==> src/rtl/mem_wb_stage_if.sv <==
// MEM->WB stage bundle: MEM-stage control/data into the stage, registered WB results out.
// The master side drives the MEM signals and observes the WB results.
interface mem_wb_stage_if;
    logic        mem_valid;
    logic [31:0] mem_pc;
    logic [31:0] mem_addr;
    logic [31:0] mem_rdata;
    logic [31:0] mem_alu;
    logic [2:0]  mem_ld_op;
    logic [1:0]  mem_wsel;
    logic [4:0]  mem_rd;
    logic        mem_rfwe;

    logic        wb_valid;
    logic [31:0] wb_pc;
    logic [4:0]  wb_rd;
    logic [31:0] wb_wd;
    logic        wb_rfwe;
    logic        wb_addr_err;

    modport master (
        output mem_valid, mem_pc, mem_addr, mem_rdata, mem_alu,
               mem_ld_op, mem_wsel, mem_rd, mem_rfwe,
        input  wb_valid, wb_pc, wb_rd, wb_wd, wb_rfwe, wb_addr_err
    );

    modport slave (
        input  mem_valid, mem_pc, mem_addr, mem_rdata, mem_alu,
               mem_ld_op, mem_wsel, mem_rd, mem_rfwe,
        output wb_valid, wb_pc, wb_rd, wb_wd, wb_rfwe, wb_addr_err
    );
endinterface

==> src/rtl/mem_wb_stage.sv <==
// MEM->WB pipeline register: aligns/extends load data, picks the writeback value,
// flags misaligned loads and registers everything for the register file.
module mem_wb_stage #(
    parameter logic [31:0] RESET_PC = 32'h0000_3000
) (
    input  logic           clk,
    input  logic           reset,
    input  logic           stall,
    input  logic           flush,
    mem_wb_stage_if.slave  bus
);

    localparam logic [2:0] LD_LW  = 3'b000;
    localparam logic [2:0] LD_LH  = 3'b001;
    localparam logic [2:0] LD_LHU = 3'b010;
    localparam logic [2:0] LD_LB  = 3'b011;
    localparam logic [2:0] LD_LBU = 3'b100;

    // Extract and extend the addressed lane; unknown load ops behave as LW.
    function automatic logic [31:0] load_extract(
        input logic [2:0]  ld_op,
        input logic [1:0]  boff,
        input logic [31:0] rdata
    );
        logic [15:0] half;
        logic [7:0]  lane;
        half = boff[1] ? rdata[31:16] : rdata[15:0];
        case (boff)
            2'd0:    lane = rdata[7:0];
            2'd1:    lane = rdata[15:8];
            2'd2:    lane = rdata[23:16];
            2'd3:    lane = rdata[31:24];
            default: lane = rdata[7:0];
        endcase
        case (ld_op)
            LD_LH:   load_extract = {{16{half[15]}}, half};
            LD_LHU:  load_extract = {16'h0000, half};
            LD_LB:   load_extract = {{24{lane[7]}}, lane};
            LD_LBU:  load_extract = {24'h00_0000, lane};
            default: load_extract = rdata;
        endcase
    endfunction

    // Word loads need a 4-byte aligned address, halfword loads 2-byte; bytes never fault.
    function automatic logic load_misaligned(
        input logic [2:0] ld_op,
        input logic [1:0] boff
    );
        case (ld_op)
            LD_LH, LD_LHU:  load_misaligned = boff[0];
            LD_LB, LD_LBU:  load_misaligned = 1'b0;
            default:        load_misaligned = (boff != 2'd0);
        endcase
    endfunction

    logic [31:0] load_val_s;
    logic [31:0] sel_s;
    logic        err_s;
    logic        rfwe_s;

    logic        wb_valid_r;
    logic [31:0] wb_pc_r;
    logic [4:0]  wb_rd_r;
    logic [31:0] wb_wd_r;
    logic        wb_rfwe_r;
    logic        wb_addr_err_r;

    // Writeback value select, misalignment detect and write-enable qualification.
    always_comb begin
        load_val_s = load_extract(bus.mem_ld_op, bus.mem_addr[1:0], bus.mem_rdata);
        sel_s      = bus.mem_alu;
        err_s      = 1'b0;
        case (bus.mem_wsel)
            2'b01: begin
                sel_s = load_val_s;
                err_s = load_misaligned(bus.mem_ld_op, bus.mem_addr[1:0]);
            end
            2'b10:   sel_s = bus.mem_pc + 32'd8;
            default: sel_s = bus.mem_alu;
        endcase
        rfwe_s = bus.mem_valid & bus.mem_rfwe & (bus.mem_rd != 5'd0) & ~err_s;
    end

    // WB register bank: reset and flush both load a bubble; stall holds everything.
    always_ff @(posedge clk) begin
        if (reset || flush) begin
            wb_valid_r    <= 1'b0;
            wb_pc_r       <= RESET_PC;
            wb_rd_r       <= 5'd0;
            wb_wd_r       <= 32'd0;
            wb_rfwe_r     <= 1'b0;
            wb_addr_err_r <= 1'b0;
        end else if (!stall) begin
            wb_valid_r    <= bus.mem_valid;
            wb_pc_r       <= bus.mem_pc;
            wb_rd_r       <= bus.mem_rd;
            wb_wd_r       <= sel_s;
            wb_rfwe_r     <= rfwe_s;
            wb_addr_err_r <= bus.mem_valid & err_s;
        end
    end

    assign bus.wb_valid    = wb_valid_r;
    assign bus.wb_pc       = wb_pc_r;
    assign bus.wb_rd       = wb_rd_r;
    assign bus.wb_wd       = wb_wd_r;
    assign bus.wb_rfwe     = wb_rfwe_r;
    assign bus.wb_addr_err = wb_addr_err_r;

endmodule

==> src/flat_wrapper.sv <==
// flat-port wrapper written by rule: the top's interface ports become plain ports
module mem_wb_stage_flat 
#(
    parameter logic [31:0] RESET_PC = 32'h0000_3000
)
  (clk, reset, stall, flush, bus_mem_valid, bus_mem_pc, bus_mem_addr, bus_mem_rdata, bus_mem_alu, bus_mem_ld_op, bus_mem_wsel, bus_mem_rd, bus_mem_rfwe, bus_wb_valid, bus_wb_pc, bus_wb_rd, bus_wb_wd, bus_wb_rfwe, bus_wb_addr_err);
  mem_wb_stage_if bus_i ();
  input  logic clk;
  input  logic reset;
  input  logic stall;
  input  logic flush;
  input wire logic [$bits(bus_i.mem_valid)-1:0] bus_mem_valid;
  input wire logic [$bits(bus_i.mem_pc)-1:0] bus_mem_pc;
  input wire logic [$bits(bus_i.mem_addr)-1:0] bus_mem_addr;
  input wire logic [$bits(bus_i.mem_rdata)-1:0] bus_mem_rdata;
  input wire logic [$bits(bus_i.mem_alu)-1:0] bus_mem_alu;
  input wire logic [$bits(bus_i.mem_ld_op)-1:0] bus_mem_ld_op;
  input wire logic [$bits(bus_i.mem_wsel)-1:0] bus_mem_wsel;
  input wire logic [$bits(bus_i.mem_rd)-1:0] bus_mem_rd;
  input wire logic [$bits(bus_i.mem_rfwe)-1:0] bus_mem_rfwe;
  output wire logic [$bits(bus_i.wb_valid)-1:0] bus_wb_valid;
  output wire logic [$bits(bus_i.wb_pc)-1:0] bus_wb_pc;
  output wire logic [$bits(bus_i.wb_rd)-1:0] bus_wb_rd;
  output wire logic [$bits(bus_i.wb_wd)-1:0] bus_wb_wd;
  output wire logic [$bits(bus_i.wb_rfwe)-1:0] bus_wb_rfwe;
  output wire logic [$bits(bus_i.wb_addr_err)-1:0] bus_wb_addr_err;
  assign bus_i.mem_valid = bus_mem_valid;
  assign bus_i.mem_pc = bus_mem_pc;
  assign bus_i.mem_addr = bus_mem_addr;
  assign bus_i.mem_rdata = bus_mem_rdata;
  assign bus_i.mem_alu = bus_mem_alu;
  assign bus_i.mem_ld_op = bus_mem_ld_op;
  assign bus_i.mem_wsel = bus_mem_wsel;
  assign bus_i.mem_rd = bus_mem_rd;
  assign bus_i.mem_rfwe = bus_mem_rfwe;
  assign bus_wb_valid = bus_i.wb_valid;
  assign bus_wb_pc = bus_i.wb_pc;
  assign bus_wb_rd = bus_i.wb_rd;
  assign bus_wb_wd = bus_i.wb_wd;
  assign bus_wb_rfwe = bus_i.wb_rfwe;
  assign bus_wb_addr_err = bus_i.wb_addr_err;
  mem_wb_stage #(.RESET_PC(RESET_PC)) u_core (.clk(clk), .reset(reset), .stall(stall), .flush(flush), .bus(bus_i));
endmodule
==> config.mk <==
export PLATFORM = sky130hd
export DESIGN_NAME = mem_wb_stage_flat
export DESIGN_NICKNAME = d
export VERILOG_FILES = /design/src/rtl/mem_wb_stage_if.sv /design/src/rtl/mem_wb_stage.sv /design/src/flat_wrapper.sv
export SDC_FILE = /design/constraint.sdc
export NUM_CORES = 1
export LEC_CHECK = 0
export ABC_CLOCK_PERIOD_IN_PS = 2300
export CAP_MARGIN = 10
export CORE_MARGIN = 5
export CORE_UTILIZATION = 40
export DETAILED_ROUTE_END_ITERATION = 8
export PLACE_DENSITY_LB_ADDON = 0.05
export SKIP_CTS_REPAIR_TIMING = 1
export SLEW_MARGIN = 15
export SYNTH_ARGS = -nofsm -noshare
export SYNTH_HDL_FRONTEND = slang
export SYNTH_SLANG_ARGS = --single-unit
==> constraint.sdc <==
create_clock -name clk -period 2.3 [get_ports clk]
set_input_delay 0.46 -clock clk [delete_from_list [all_inputs] [get_ports clk]]
set_output_delay 0.46 -clock clk [all_outputs]
set_load 0.01 [all_outputs]
======== Yosys cells after proc, flatten, opt, wreduce, memory -nomap -nowiden ========
Cells that the tools add are included.
storage, ports and cells
  bits in registers ....................... 72
  input bits .............................. 144
  output and inout bits ................... 72
  logic and storage cells ................. 33
cells by class
  add/sub/neg operators ................... 1
  equality and inequality tests ........... 9
  mux-type cells .......................... 6
  bitwise logic cells ..................... 5
  reduce and logical (&&, ||, !) cells .... 6
operators with widths
  cell                                                 number
  case mux 32 bit (4 select lines)                     1
  case mux 32 bit (2 select lines)                     1
  adder 32 x 4 -> 32 bit, second input constant        1
  case mux 8 bit (4 select lines)                      1
  two-way mux 16 bit                                   1
  equality test 2 bit, second input constant           3
  equality test 3 x 2 -> 1 bit, second input constant  2
  nonzero test 5 bit                                   1
  bitwise AND 1 bit                                    4
  equality test 2 x 1 -> 1 bit, second input constant  2
  OR reduction 2 bit                                   2
  equality test 3 x 1 -> 1 bit, second input constant  1
  equality test 3 bit, second input constant           1
  zero test 2 bit                                      1
  case mux 1 bit (2 select lines)                      1
  nonzero test 2 bit                                   1
  logical OR 1 bit                                     1
  two-way mux 1 bit                                    1
  inverter 1 bit                                       1

======== Longest topological paths before layout ========
  word-level depth ........................ 6
  gate-level depth with buffers ........... 9
  gate-level depth less buffers ........... 7

======== Least setup slack after synthesis ========
No wires, ideal clock.
  path kind ............................... input-to-reg
  start ................................... input bus_mem_pc[3]
  end ..................................... register u_core.wb_wd_r[25] (netlist: u_core.bus.wb_wd[25])
  setup time .............................. 0.136 ns
  arrival ................................. 1.853 ns
  required time ........................... 2.164 ns
  setup slack ............................. 0.311 ns
  stages on the path ...................... 7
  buffers on the path ..................... 1
  cell sequence ........................... ha_1 -> nand4_1 -> or4_1 -> buf_2 -> o31a_1 -> o21ai_1 -> a31oi_1
between the ends
  longest elaborated chain between the ends .. 2
ends and longest elaborated chain
  what                              line                source
  from (decl)                       flat_wrapper.sv:13  input wire logic [$bits(bus_i.mem_pc)-1:0] bus_mem_pc;
  adder 32 x 4 -> 32 bit            mem_wb_stage.sv:78  2'b10: sel_s = bus.mem_pc + 32'd8;
  case mux 32 bit (2 select lines)  mem_wb_stage.sv:73  case (bus.mem_wsel)
  to (signal assigned)              mem_wb_stage.sv:97  wb_wd_r <= sel_s;
  to (decl)                         mem_wb_stage.sv:64  logic [31:0] wb_wd_r;
No other way between the ends.
A chain may end at the register's enable or synchronous reset.

======== Final worst setup path ========
  start ................................... input bus_mem_pc[9]
  end ..................................... register u_core.wb_wd_r[14] (netlist: u_core.bus.wb_wd[14])
The elaborated chain is that of the path after synthesis.

==> metrics <==
initial antenna violation count 0; total CTS buffers 9; drt via density slightly below 6; routed wire length about 19 mm; worst-margin pin slew 490.5 ps; switching part of the total power between 20% and 30%; DIE AREA between 0.01 and 0.015 mm²; clock-pin slew on the worst setup and hold paths about 60 ps; Clk pwr share a little over two fifths; Period Utilization, post-route between 90% and 100%; Final #Nets around 960; Tot GR Track Use roughly 28%; relative max-transition margin about two thirds; Die Ht 116.2 µm; Max Fanout on Critical Path 8; clk_skew 0 ps; internal power 2.937 mW; final hold violation count 0; 1st-iter DRT viols between 400 and 500; sequential area share after synthesis 31.94%; worst hold path class flip-flop to flip-flop; synthesized area per cell around 8.1 µm²; warning count from the yosys run 0; number of global-route vias before repair 5517; Area Growth Syn to Fin 68.53%; core area 0.01094 mm²; crit path DAT roughly 2500 ps; fin. max-slew vios 0; Syn Inst Count 557; Cell Area, Synth ~0.0045 mm²; setup TNS 0 ps; Lkg Pwr ~3 nW; WS Path Type input pin to flip-flop; Post-Syn Nets roughly 700; DRC 0; Sink Count between 70 and 80; chip width around 120 µm; Reg power frac 33.0%; Post-synth EDFFs 0; first-pass GRT wire length slightly below 30 mm; Peak VDD IR between 0.4 and 0.5 mV; # fillers approximately 890; Comb power frac roughly a quarter; Netlist cell types between 60 and 70; Post-DP HPWL 15.08 mm; Root Driver clkbuf_16; pwr dens about 530 mW/mm²; top_reg_cell synth dfxtp_1; pin count of the biggest net entering global routing 38; Post-Route Utilization between 60% and 70%; post-route ant nets 0; 1st-pass router iterations 5; GRT overflow 0; Site Rows 38; DR vias ~5600; I/O pins 216; post-DR wirelength/cell between 20 and 25 µm; diodes inserted 0; Critical Path RT about 2500 ps; max_cap viols 0; IO Port Bufs approximately 190; worst-case clock buffer depth 2; clock latency at the later pin of the worst-skew pair ~350 ps; CTS H-tree lvls 3; layout cell share with drive strength beyond 1 between 15 and 20%; CP endpoint kind flip-flop; fraction of registers with async set/reset 0%; final hold slack 473.2 ps; f_max 0.4469 GHz; Starting Density between 40% and 50%; status complete, no violations; post-route minimum period ~2200 ps; final setup fails 0; number of synthesized register bits between 70 and 80; switching component of the power 1.093 mW; CTS tree built; crit path launch type input pin; Final GP Congestion a little over 0.9
-- synthesized netlist by cell type, types with 6 or more instances --
master,number,area share [%]
dfxtp_1,72,32
nor2_1,57,4.7
mux2i_1,39,8.6
clkbuf_1,35,2.9
a21oi_1,33,3.7
o21ai_0,31,3.4
nand2_1,27,2.2
o221ai_1,25,4.9
nand3_1,17,1.9
a31oi_1,16,2.2
inv_1,16,1.3
o21bai_1,13,2.2
nor3_1,11,1.2
a221oi_1,9,1.7
nor2b_1,8,1.1
xnor2_1,8,1.6
buf_2,7,0.78
mux2_2,7,1.7
o21a_1,7,1.2
o22ai_1,7,0.97
xor2_1,7,1.4
nand2b_1,6,0.83
-- kinds of logic after synthesis --
family                   Yosys count  share of synthesized area, %
adder cells (fa/ha/maj)            4                         1.054
AND/OR/NAND/NOR                  170                         19.35
multiplexers                      46                         10.40
buffers and inverters             66                         5.850
AO/OA/AOI/OAI                    183                         28.14
flip-flops                        72                         31.94
XOR/XNOR                          16                         3.272
-- layout by cell type, fill, tap and decap left out, drive strengths merged, types with 4 or more instances in the layout --
master,Yosys,final
a31oi,16,16
o21a,7,7
nor2b,8,8
o21bai,13,13
o31a,5,5
and4,4,4
nor2,57,57
xor2,7,7
buf,14,114
o31ai,4,4
a221oi,9,9
or2,5,5
nand3,17,17
o21ai,35,35
nand2b,6,6
nor4,7,7
xnor2,9,9
o22ai,7,7
mux2,7,7
inv,16,16
and3,5,5
clkinv,1,4
nand2,27,27
o221ai,25,25
clkbuf,35,10
a221o,5,5
a21oi,33,33
nand4,6,6
mux2i,39,39
clkdlybuf4s50,0,182
nor3,11,11
dfxtp,72,72
-- through the flow --
stage / instance area (µm²) / setup slack, ps / std cells / total power, mW
CTS: 7541 / -77.51 / 962 / 4.028
global placement: 7186 / -417.1 / 946 / 2.338
finish: 7606 / 62.57 / 962 / 4.030
floorplan: 4513 / 310.9 / 557 / 1.749
global route: 7606 / -12.61 / 962 / 4.177
detailed placement: 7186 / -417.1 / 946 / 2.345
-- metal layers --
layer / up-vias / track usage [%] / routed length [µm] / part of all wire [%]
met5: - / 0 / 0 / 0
li1: 2613 / - / - / -
met3: 44 / 8.031 / 1897 / 9.8
met1: 2653 / 35.61 / 7828 / 40
met2: 276 / 45.35 / 9019 / 47
met4: 0 / 11.91 / 617 / 3.2
-- flip-flops by register name (all words and copies together) (netlist names) --
name,count
u_core.bus.wb_wd,32
u_core.bus.wb_addr_err,1
u_core.bus.wb_rd,5
u_core.bus.wb_valid,1
u_core.bus.wb_rfwe,1
u_core.bus.wb_pc,32
-- worst max-delay path, stage by stage --
cell and delay [ps]:
clkdlybuf4s50_1 510, nand4_2 200, buf_4 220, nor3_1 220, xor2_1 120, a2111oi_0 520
buf_4 190, nor3_1 40
-- power groups by stage --
| stage | Clock [mW] | Combinational [mW] | Sequential [mW] |
|---|---|---|---|
| detailed placement | 0 | 0.989 | 1.36 |
| global placement | 0 | 0.985 | 1.35 |
| global route | 1.76 | 1.09 | 1.33 |
| CTS | 1.70 | 1.00 | 1.33 |
| floorplan | 0 | 0.374 | 1.37 |
| finish | 1.69 | 1.01 | 1.33 |
-- path summary, 6_finish.rpt --
kind | from | to | slack, ps | cells after the start
worst max register to register | u_core.bus.wb_wd[5]$_SDFFE_PP0N_ | u_core.bus.wb_wd[5]$_SDFFE_PP0N_ | 1040 | 4
worst min-delay path | u_core.bus.wb_pc[13]$_SDFFE_PP1N_ | u_core.bus.wb_pc[13]$_SDFFE_PP1N_ | 470 | 2
worst max-delay path | bus_mem_pc[9] | u_core.bus.wb_wd[14]$_SDFFE_PP0N_ | 60 | 8
worst min register to register | u_core.bus.wb_pc[13]$_SDFFE_PP1N_ | u_core.bus.wb_pc[13]$_SDFFE_PP1N_ | 470 | 2
-- area by class of cell --
class	instances	area, µm²	share of cell area [%]
repair buffers	298	2708	35.60
well taps	140	175.2	2.303
inverters	17	63.81	0.8390
flip-flops and latches	72	1441	18.95
multi-input cells	419	2863	37.64
clock buffers	10	239.0	3.142
clock inverters	6	116.4	1.530
Power figures use the tool's default switching activity.
==> RTL change (same flow settings) <==
`RESET_PC` is set to 32'h0000_3000 in 2 places; all go to 32'h00002400.
--- a/src/rtl/mem_wb_stage.sv
+++ b/src/rtl/mem_wb_stage.sv
@@ -1,7 +1,7 @@
 // MEM->WB pipeline register: aligns/extends load data, picks the writeback value,
 // flags misaligned loads and registers everything for the register file.
 module mem_wb_stage #(
-    parameter logic [31:0] RESET_PC = 32'h0000_3000
+    parameter logic [31:0] RESET_PC = 32'h00002400
 ) (
     input  logic           clk,
     input  logic           reset,
--- a/src/flat_wrapper.sv
+++ b/src/flat_wrapper.sv
@@ -1,7 +1,7 @@
 // flat-port wrapper written by rule: the top's interface ports become plain ports
 module mem_wb_stage_flat 
 #(
-    parameter logic [31:0] RESET_PC = 32'h0000_3000
+    parameter logic [31:0] RESET_PC = 32'h00002400
 )
   (clk, reset, stall, flush, bus_mem_valid, bus_mem_pc, bus_mem_addr, bus_mem_rdata, bus_mem_alu, bus_mem_ld_op, bus_mem_wsel, bus_mem_rd, bus_mem_rfwe, bus_wb_valid, bus_wb_pc, bus_wb_rd, bus_wb_wd, bus_wb_rfwe, bus_wb_addr_err);
   mem_wb_stage_if bus_i ();
Behaviour: not the same (Yosys sat finds a counterexample within 4 cycles, from zero or initial values).
==> RTL change against the unedited design <==
  * Setup slack improved by 0.027 ns
  * Highest routed layer unchanged
  * Final area shrank 1.7%
  * Routed wire length is 4.3% lower
  * First-iteration DRC count shrank 17%
  * Synthesized area rose by 0.11%
  * Utilization down 1.2 points
  * Power decreased by 6.3%
  * Sequential cell count unchanged
  * Largest power group unchanged
==> RTL change: results (changes against the unedited design) <==
[routing]
drt_iter0_drc = 386  ; -17%
wl_met3_mm = 1.25  ; -34%
wl_met1_mm = 8.11  ; +3.6%
wl_met2_mm = 8.80  ; -2.5%
wl_per_cell_um = 19.4  ; -3.6%
route.vias.total = 5378  ; -3.7%

[critical_path]
cp.arrival_ns = 2.41  ; -0.07 ns
critPathMaxFanout = 3  ; -5
r2r.worst_path.cells = 3  ; -1
regToRegSetupSlack_ns = 1.16  ; +0.12 ns
startpoint = bus_mem_pc[3]
r2r-end = u_core.bus.wb_wd[2]

[global_route]
grt_pass1_wl_mm = 28.4  ; -4.4%
grt_max_degree = 37  ; -2.6%
grt_usage_pct = 27.0  ; -1.3 points

[timing]
setup_ws_ns = 0.0896  ; +0.0270 ns
slew_headroom_pct = 61.0  ; -5.4 points

[placement]
postPlaceCellArea_um2 = 7150  ; -0.52%
place_congestion = 0.892  ; -3.5%
placed_cells = 939  ; -0.74%

[synthesis]
synth-xor-area-share_pct = 3.27  ; -0.0036 points
synth_fa_ha_area_share_pct = 1.05  ; -0.0012 points
synth_compound_area_share_pct = 27.9  ; -0.20 points
synthMuxAreaShare_pct = 10.6  ; +0.21 points
synth_top_cells_by_count = 72 x dfxtp_1, 57 x nor2_1, 40 x mux2i_1
synth_top_cells_by_area = dfxtp_1 32%, mux2i_1 8.9%, o221ai_1 4.8%
seq_area_frac_synth_pct = 31.9  ; -0.035 points
syn_avg_cell_area_um2 = 8.11  ; +0.11%

[finish]
drive_gt1_share_pct = 18.0  ; -1.7 points
nets = 957  ; -0.73%

[power_and_ir_drop]
cellLeakagePower_nw = 2.94  ; -2.3%
ir_drop_v = 0.000405  ; -9.4%

[min_path]
hold_end = u_core.bus.wb_pc[1]
hp-start = u_core.bus.wb_pc[1]

[status]
status = finished clean

[clock_tree]
cts_buffers = 9  ; unchanged

RTL change: metrics by stage:
step / hold slack [ns] / setup TNS, ns
global placement: 0.466 / -3.72
floorplan: 0.517 / 0
finish: 0.490 / 0
CTS: 0.497 / 0
global route: 0.520 / -0.0352
detailed placement: 0.480 / -4.33
RTL change: worst max-delay path, stage by stage:
cell and delay, ns:
clkdlybuf4s50_1 0.50, ha_2 0.19, nand4_1 0.17, or4_1 0.48, xnor2_1 0.18, a2111oi_2 0.36, nor3_1 0.08
RTL change: final cells by class:
type                            instances  area (um2)
Fill cell                             957        3460
Multi-Input combinational cell        419        2830
Timing Repair Buffer                  291        2660
Sequential cell                        72        1440
Clock buffer                           12         256
Tap cell                              140         175
Inverter                               17        63.8
Clock inverter                          4        51.3
RTL change: worst max path at each step:
| stage | endpoint |
|---|---|
| floorplan | u_core.bus.wb_wd[25] |
| global placement | u_core.bus.wb_wd[27] |
| detailed placement | u_core.bus.wb_wd[25] |
| CTS | u_core.bus.wb_wd[27] |
| global route | u_core.bus.wb_wd[15] |
| finish | u_core.bus.wb_wd[15] |
RTL change: kinds of logic (layout without fill, tap and decap cells):
logic type,Yosys count,count (layout)
flip-flops,72,72
adder cells (fa/ha/maj),4,4
AND/OR/NAND/NOR,170,170
AO/OA/AOI/OAI,182,182
XOR/XNOR,16,16
buffers and inverters,66,324
multiplexers,47,47
RTL change: power breakdown:
group	switching (mW)	total, mW	internal [mW]
Clock	0.555	1.46	0.901
Combinational	0.453	0.991	0.538
Sequential	0.0310	1.33	1.30
Total	1.04	3.78	2.74
RTL change: layer usage:
metal	vias up	track usage (%)
li1	2605	-
met1	2549	35.2
met2	194	44.6
met3	30	5.85
met4	0	8.43
met5	-	0
